--- config.mk ---
export PLATFORM = sky130hd
export DESIGN_NAME = vmr_tree_scheduler
export DESIGN_NICKNAME = d
export VERILOG_FILES = /design/src/rtl/vmr_sched_pkg.sv /design/src/rtl/vmr_tag_fifo.sv /design/src/rtl/vmr_tree_scheduler.sv
export SDC_FILE = /design/constraint.sdc
export NUM_CORES = 1
export LEC_CHECK = 0
export BUFFER_PORTS_ARGS = -buffer_cell sky130_fd_sc_hd__buf_2
export CORE_AREA = 2 2 515 517
export DETAILED_ROUTE_END_ITERATION = 16
export DIE_AREA = 0 0 517 519
export GPL_TIMING_DRIVEN = 0
export PLACE_DENSITY = 0.3
export SETUP_SLACK_MARGIN = 0.3
export SYNTH_ARGS = -nofsm -noshare
export SYNTH_HDL_FRONTEND = slang
export SYNTH_SLANG_ARGS = --single-unit
--- constraint.sdc ---
create_clock -name clk_i -period 13.74 [get_ports clk_i]
set_clock_uncertainty 0.15 [all_clocks]
set_input_delay 1.374 -clock clk_i [delete_from_list [all_inputs] [get_ports clk_i]]
set_output_delay 1.374 -clock clk_i [all_outputs]
set_load 0.02 [all_outputs]
--- src/rtl/vmr_sched_pkg.sv ---
// Shared types and helpers for the multiply-reduction tree scheduler.
package vmr_sched_pkg;

  typedef enum logic {StIdle, StLocked} sched_state_e;

  // Helpers work on a fixed-width vector; callers slice down to NumReq bits.
  localparam int unsigned MaxReq = 32;
  localparam int unsigned MaxIdW = $clog2(MaxReq);

  function automatic logic [MaxReq-1:0] id_onehot(input int unsigned id);
    return {{(MaxReq-1){1'b0}}, 1'b1} << id;
  endfunction

  // First set bit at or after ptr, wrapping modulo num.
  function automatic int unsigned rr_pick(input logic [MaxReq-1:0] valid,
                                          input int unsigned ptr,
                                          input int unsigned num);
    int unsigned pick;
    int unsigned idx;
    logic found;
    pick = ptr;
    found = 1'b0;
    for (int unsigned i = 0; i < MaxReq; i++) begin
      idx = (ptr + i) % num;
      if (i < num && !found && valid[idx[MaxIdW-1:0]]) begin
        pick = idx;
        found = 1'b1;
      end
    end
    return pick;
  endfunction

endpackage

--- src/rtl/vmr_tag_fifo.sv ---
// Ownership tag FIFO: one requester id per job currently inside the tree.
module vmr_tag_fifo #(
  parameter int unsigned Width = 2,
  parameter int unsigned Depth = 8
) (
  input  logic                       clk_i,
  input  logic                       rst_i,
  input  logic                       push_i,
  input  logic [Width-1:0]           data_i,
  input  logic                       pop_i,
  output logic [Width-1:0]           head_o,
  output logic [$clog2(Depth):0]     count_o,
  output logic                       full_o,
  output logic                       empty_o
);

  localparam int unsigned PtrW = $clog2(Depth);
  localparam int unsigned CntW = PtrW + 1;

  logic [Width-1:0] mem_q [Depth];
  logic [PtrW-1:0]  wr_ptr_q, rd_ptr_q;
  logic [CntW-1:0]  count_q;
  logic             push_ok, pop_ok;

  assign full_o  = (count_q == CntW'(Depth));
  assign empty_o = (count_q == '0);
  assign count_o = count_q;
  assign head_o  = mem_q[rd_ptr_q];
  assign push_ok = push_i & ~full_o;
  assign pop_ok  = pop_i & ~empty_o;

  always_ff @(posedge clk_i) begin
    if (push_ok) begin
      mem_q[wr_ptr_q] <= data_i;
    end
  end

  // Depth is a power of two, so pointers wrap naturally.
  always_ff @(posedge clk_i or posedge rst_i) begin
    if (rst_i) begin
      wr_ptr_q <= '0;
      rd_ptr_q <= '0;
      count_q  <= '0;
    end else begin
      if (push_ok) wr_ptr_q <= wr_ptr_q + PtrW'(1);
      if (pop_ok)  rd_ptr_q <= rd_ptr_q + PtrW'(1);
      count_q <= count_q + CntW'(push_ok) - CntW'(pop_ok);
    end
  end

endmodule

--- src/rtl/vmr_tree_scheduler.sv ---
// Job-level round-robin arbiter sharing one multiply-reduction tree between requesters.
// Define VMR_SCHED_STATS_EN to add the stat_jobs_o / stat_busy_cycles_o counters.
module vmr_tree_scheduler
  import vmr_sched_pkg::*;
#(
  parameter int unsigned BitWidth = 16,
  parameter int unsigned N        = 8,
  parameter int unsigned NumReq   = 4,
  parameter int unsigned TagDepth = 8
) (
  input  logic                         clk_i,
  input  logic                         rst_i,
  input  logic [NumReq-1:0]            req_valid_i,
  input  logic [NumReq-1:0]            req_last_i,
  input  logic [NumReq*N*BitWidth-1:0] req_in0_i,
  input  logic [NumReq*N*BitWidth-1:0] req_in1_i,
  output logic [NumReq-1:0]            req_ready_o,
  output logic [N*BitWidth-1:0]        tree_in0_o,
  output logic [N*BitWidth-1:0]        tree_in1_o,
  output logic                         tree_in_valid_o,
  output logic                         tree_in_last_o,
  input  logic [BitWidth-1:0]          tree_out_i,
  input  logic                         tree_out_valid_i,
  input  logic                         tree_out_last_i,
  output logic [BitWidth-1:0]          res_data_o,
  output logic [NumReq-1:0]            res_valid_o,
  output logic                         res_last_o,
  output logic                         busy_o,
  output logic                         err_orphan_o
`ifdef VMR_SCHED_STATS_EN
  ,
  output logic [31:0]                  stat_jobs_o,
  output logic [31:0]                  stat_busy_cycles_o
`endif
);

  localparam int unsigned IdW  = $clog2(NumReq);
  localparam int unsigned CntW = $clog2(TagDepth) + 1;
  localparam int unsigned VecW = N * BitWidth;

  sched_state_e     state_q, state_d;
  logic [IdW-1:0]   grant_q, grant_d, rr_q, rr_d;
  logic [MaxReq-1:0] grant_oh, head_oh;
  logic             beat_acc, tag_push, tag_pop, tag_full, tag_empty;
  logic [IdW-1:0]   tag_head;
  logic [CntW-1:0]  tag_count;
  logic [VecW-1:0]  tree_in0_q, tree_in1_q;
  logic             tree_in_valid_q, tree_in_last_q;
  logic [BitWidth-1:0] res_data_q;
  logic [NumReq-1:0] res_valid_q;
  logic             res_last_q, err_orphan_q;

  assign grant_oh = id_onehot(32'(grant_q));
  assign head_oh  = id_onehot(32'(tag_head));
  // Only the job-ending result retires a tag; orphans never pop.
  assign tag_pop  = tree_out_valid_i & tree_out_last_i & ~tag_empty;

  always_comb begin
    state_d     = state_q;
    grant_d     = grant_q;
    rr_d        = rr_q;
    tag_push    = 1'b0;
    beat_acc    = 1'b0;
    req_ready_o = '0;
    unique case (state_q)
      StIdle: begin
        if (|req_valid_i && !tag_full) begin
          grant_d  = IdW'(rr_pick(MaxReq'(req_valid_i), 32'(rr_q), NumReq));
          tag_push = 1'b1;
          state_d  = StLocked;
        end
      end
      StLocked: begin
        req_ready_o = grant_oh[NumReq-1:0];
        beat_acc    = req_valid_i[grant_q];
        if (beat_acc && req_last_i[grant_q]) begin
          state_d = StIdle;
          rr_d    = IdW'((32'(grant_q) + 32'd1) % NumReq);
        end
      end
      default: state_d = StIdle;
    endcase
  end

  always_ff @(posedge clk_i or posedge rst_i) begin
    if (rst_i) begin
      state_q         <= StIdle;
      grant_q         <= '0;
      rr_q            <= '0;
      tree_in0_q      <= '0;
      tree_in1_q      <= '0;
      tree_in_valid_q <= 1'b0;
      tree_in_last_q  <= 1'b0;
      res_data_q      <= '0;
      res_valid_q     <= '0;
      res_last_q      <= 1'b0;
      err_orphan_q    <= 1'b0;
    end else begin
      state_q         <= state_d;
      grant_q         <= grant_d;
      rr_q            <= rr_d;
      tree_in_valid_q <= beat_acc;
      tree_in_last_q  <= beat_acc & req_last_i[grant_q];
      if (beat_acc) begin
        tree_in0_q <= req_in0_i[32'(grant_q)*VecW +: VecW];
        tree_in1_q <= req_in1_i[32'(grant_q)*VecW +: VecW];
      end
      res_valid_q <= '0;
      if (tree_out_valid_i) begin
        res_data_q <= tree_out_i;
        res_last_q <= tree_out_last_i;
        if (tag_empty) begin
          err_orphan_q <= 1'b1;
        end else begin
          res_valid_q <= head_oh[NumReq-1:0];
        end
      end
    end
  end

  vmr_tag_fifo #(
    .Width (IdW),
    .Depth (TagDepth)
  ) u_tag_fifo (
    .clk_i   (clk_i),
    .rst_i   (rst_i),
    .push_i  (tag_push),
    .data_i  (grant_d),
    .pop_i   (tag_pop),
    .head_o  (tag_head),
    .count_o (tag_count),
    .full_o  (tag_full),
    .empty_o (tag_empty)
  );

  assign tree_in0_o      = tree_in0_q;
  assign tree_in1_o      = tree_in1_q;
  assign tree_in_valid_o = tree_in_valid_q;
  assign tree_in_last_o  = tree_in_last_q;
  assign res_data_o      = res_data_q;
  assign res_valid_o     = res_valid_q;
  assign res_last_o      = res_last_q;
  assign err_orphan_o    = err_orphan_q;
  assign busy_o          = (state_q == StLocked) | (tag_count != '0);

`ifdef VMR_SCHED_STATS_EN
  logic [31:0] stat_jobs_q, stat_busy_cycles_q;

  always_ff @(posedge clk_i or posedge rst_i) begin
    if (rst_i) begin
      stat_jobs_q        <= '0;
      stat_busy_cycles_q <= '0;
    end else begin
      if (tag_pop) stat_jobs_q <= stat_jobs_q + 32'd1;
      if (busy_o)  stat_busy_cycles_q <= stat_busy_cycles_q + 32'd1;
    end
  end

  assign stat_jobs_o        = stat_jobs_q;
  assign stat_busy_cycles_o = stat_busy_cycles_q;
`endif

endmodule

==> run_results.csv <==
group,metric,value,unit
status,status,"completed",
logic_synthesis,syn_inst,1029,
setup_path,rr_worst_depth,5,
floorplan,start_util,7.147,%
setup_path,cpMostUsedCell,"clkbuf_1",
logic_synthesis,yosysWarnings,0,
grt,grt_first_pass_wirelength,216100,um
detailed_routing,wl,175300,um
setup_path,regToRegEndpoint,"tree_in1_o[78]",
detailed_routing,via_per_inst,2.869,
detailed_routing,route.met2.wl,87150,um
cts,cts_made_buffers,46,
cells_and_area,final-instance-count-excl-fill,6029,
detailed_routing,ant_nets,0,
logic_synthesis,async_flop_share,94.86,%
setup_path,crit_family,"buffers and inverters",
floorplan,die-width,517,um
setup_path,crit_cells,7,
setup_path,crit_path_end_kind,"primary output",
cts,ctsHoldBuffers,0,
floorplan,core,263400,um^2
floorplan,io_pins,1337,
sta,layout_min_cycle_time,4757,ps
sta,worstMarginPinSlew,1162,ps
sta,fin_crit_sh,34.62,%
detailed_routing,wl_met3,20820,um
setup_path,path_class,"flip-flop to primary output",
logic_synthesis,synth_edf_count,16,
cts,cts_root_buf,"clkbuf_16",
logic_synthesis,ys_seq_area_share,41.76,%
setup_path,slowest_delay,710,ps
sta,fmax,0.2102,GHz
power,irDropWorstVdd,87.21,uV
setup_path,crit_path_cell_trace,"buf_6, clkbuf_1, clkbuf_1, inv_1, ha_1, and2_1, buf_2",
grt,grt_max_degree,96,
logic_synthesis,yosys-top-cells-count,"295 x dfrtp_1, 262 x mux4_2, 200 x mux2_4",
setup_path,crit_fanout,10,
cts,clk_latency,650,ps
sta,final.setup.tns,0,ps
cells_and_area,utilization,12.02,%
cts,post_cts_buffers,0,
cts,cts_sinks,311,
detailed_routing,top_layer_used,"met5",
detailed_routing,drc,0,
detailed_routing,drt_iter0_markers,887,
hold_path,hold_path_class,"flip-flop to flip-flop",
power,power_density,249.8,nW/um^2
cts,h-tree-depth,2,
setup_path,crit_path_start,"grant_q[1]",
setup_path,cp-start-kind,"flip-flop",
setup_path,path_buf_inv,5,
cells_and_area,fill_cells,30339,
placement,routabilityCongestion,0.9194,
run,max_cap_viol_count,0,
cts,clkSlewWorstSetupHoldPaths,60,ps
detailed_routing,met1_length,59600,um
cells_and_area,nets,3482,
grt,antenna_found_initial,144,
logic_synthesis,syn-num-nets,2094,
sta,rsz0062_at_grt,"false",
setup_path,cp_slowest_cell,"clkbuf_1",
setup_path,cp.arrival,3230,ps
logic_synthesis,ys_types,34,
placement,dp.cells,5902,
logic_synthesis,synthTopCellsByArea,"dfrtp_1 39%, mux4_2 31%, mux2_4 16%",
cts,cts_buffer_depth,3,
detailed_routing,via_count,17300,
logic_synthesis,ys_seq_elements,311,
cts,ctsResizeCount,0,
setup_path,rrSetupSlack,10030,ps
sta,setup_violations,0,
grt,grt_overflow_total,0,
cells_and_area,area_growth,68.21,%
power,total_power,7.910,mW
setup_path,required,12220,ps
sta,slew_headroom,22.52,%
setup_path,reg2reg_from,"grant_q[0]",
grt,grt_pass1_vias,18724,
sta,slew_violations,0,
floorplan,fp.dieH,519,um
power,power.leakage,13.87,nW
logic_synthesis,netlist_area,18830,um^2
placement,dp.final_hpwl,158000,um
cells_and_area,final_area,31670,um^2
logic_synthesis,yosysTopAreaCellShare,39.21,%
floorplan,fp.dieArea,268300,um^2
hold_path,min_from,"err_orphan_o",
setup_path,setup.worst_path.end,"req_ready_o[1]",
logic_synthesis,synth_most_common_cell,"dfrtp_1",
grt,grtUsageTotal,12.59,%
placement,io_buffers,1336,
logic_synthesis,ys_dominant_reg_cell,"dfrtp_1",
logic_synthesis,avgSynthCellArea,18.30,um^2
floorplan,core.rowCount,189,
cells_and_area,layout-drive-gt1-share,82.16,%
logic_synthesis,synth_area_leader_cell,"dfrtp_1",
detailed_routing,wl_per_cell,29.07,um
sta,hold_violations,0,
placement,placed_area,30050,um^2
cts,cts_tree,"yes",
detailed_routing,dr.pass1.iters,5,
## stage by stage
stage	hold WS (ps)	setup WS, ps
final	316.0	8983
after global routing	348.7	8714
after CTS	309.7	8772
after detailed placement	296.0	9515
after global placement	288.6	-2286
after floorplan	330.5	4069
## cells by family after synthesis
group,Yosys count,share of synthesized area (%)
fa+ha+maj,13,0.9038
mux,543,52.12
compound gates,13,0.5117
buf+inv,108,3.429
flops,311,41.76
xor+xnor,6,0.2791
simple gates,35,0.9969
## sequential cells by signal, indices dropped and copies added (netlist names), 2 cells and up
register	cells
tree_in0_o	128
tree_in1_o	128
res_data_o	16
u_tag_fifo.mem_q	16
res_valid_o	4
u_tag_fifo.count_o	4
u_tag_fifo.rd_ptr_q	3
u_tag_fifo.wr_ptr_q	3
grant_q	2
rr_q	2
## layer usage
metal / track usage, % / vias up
met5: 0 / -
met4: 4.347 / 70
met3: 6.279 / 311
met2: 22.32 / 1174
met1: 12.63 / 8678
li1: - / 7067
## placed cells by master (no fill, tap or decap), types with 2 or more instances in the layout
| cell | n |
|---|---|
| nor2b_1 | 2 |
| dfrtp_1 | 295 |
| buf_2 | 1366 |
| xnor2_1 | 4 |
| inv_16 | 2 |
| a21o_1 | 3 |
| nand2b_1 | 2 |
| clkbuf_8 | 7 |
| mux2i_1 | 3 |
| edfxtp_1 | 16 |
| nor3_1 | 2 |
| buf_6 | 27 |
| ha_1 | 12 |
| buf_16 | 3 |
| mux4_2 | 262 |
| clkbuf_1 | 41 |
| diode_2 | 46 |
| mux2_2 | 78 |
| a21oi_1 | 2 |
| clkbuf_2 | 4 |
| inv_1 | 16 |
| nand2_1 | 7 |
| nor3b_1 | 5 |
| clkinv_4 | 3 |
| mux2_4 | 200 |
| and2_1 | 5 |
| clkinv_2 | 6 |
| nor2_1 | 8 |
| xor2_1 | 2 |
| bufinv_16 | 3 |
| o22ai_1 | 3 |
| clkbuf_16 | 46 |
## cell type report
type,count,area [um^2],area share (%)
Multi-Input combinational cell,610,10320,32.58
Sequential cell,311,7863,24.83
Timing Repair Buffer,1340,6789,21.44
Tap cell,3533,4420,13.96
Clock buffer,65,1292,4.081
Buffer,91,586.8,1.853
Clock inverter,16,211.5,0.6677
Antenna cell,46,115.1,0.3635
Inverter,17,71.32,0.2252
## how the worst min path moves through the flow
stage / endpoint / slack, ps / depth (start not counted)
finish: err_orphan_o / 320 / 1
global route: err_orphan_o / 350 / 1
CTS: err_orphan_o / 310 / 1
detailed placement: err_orphan_o / 300 / 1
global placement: err_orphan_o / 290 / 1
floorplan: u_tag_fifo.wr_ptr_q[0] / 330 / 1
## power by group
part / leakage, nW / total (mW) / switching [mW] / internal [mW]
logic: 9.52 / 5.01 / 2.85 / 2.16
registers: 3.60 / 1.67 / 0.272 / 1.40
clock network: 0.741 / 1.23 / 0.517 / 0.715
## worst reg2reg max path: stages (launching register included)
cell and delay [ps]:
dfrtp_1 390, buf_2 520, clkbuf_1 960, buf_2 560, mux4_2 720, mux2_4 320
Note: power is estimated with default switching activity, not from simulation.
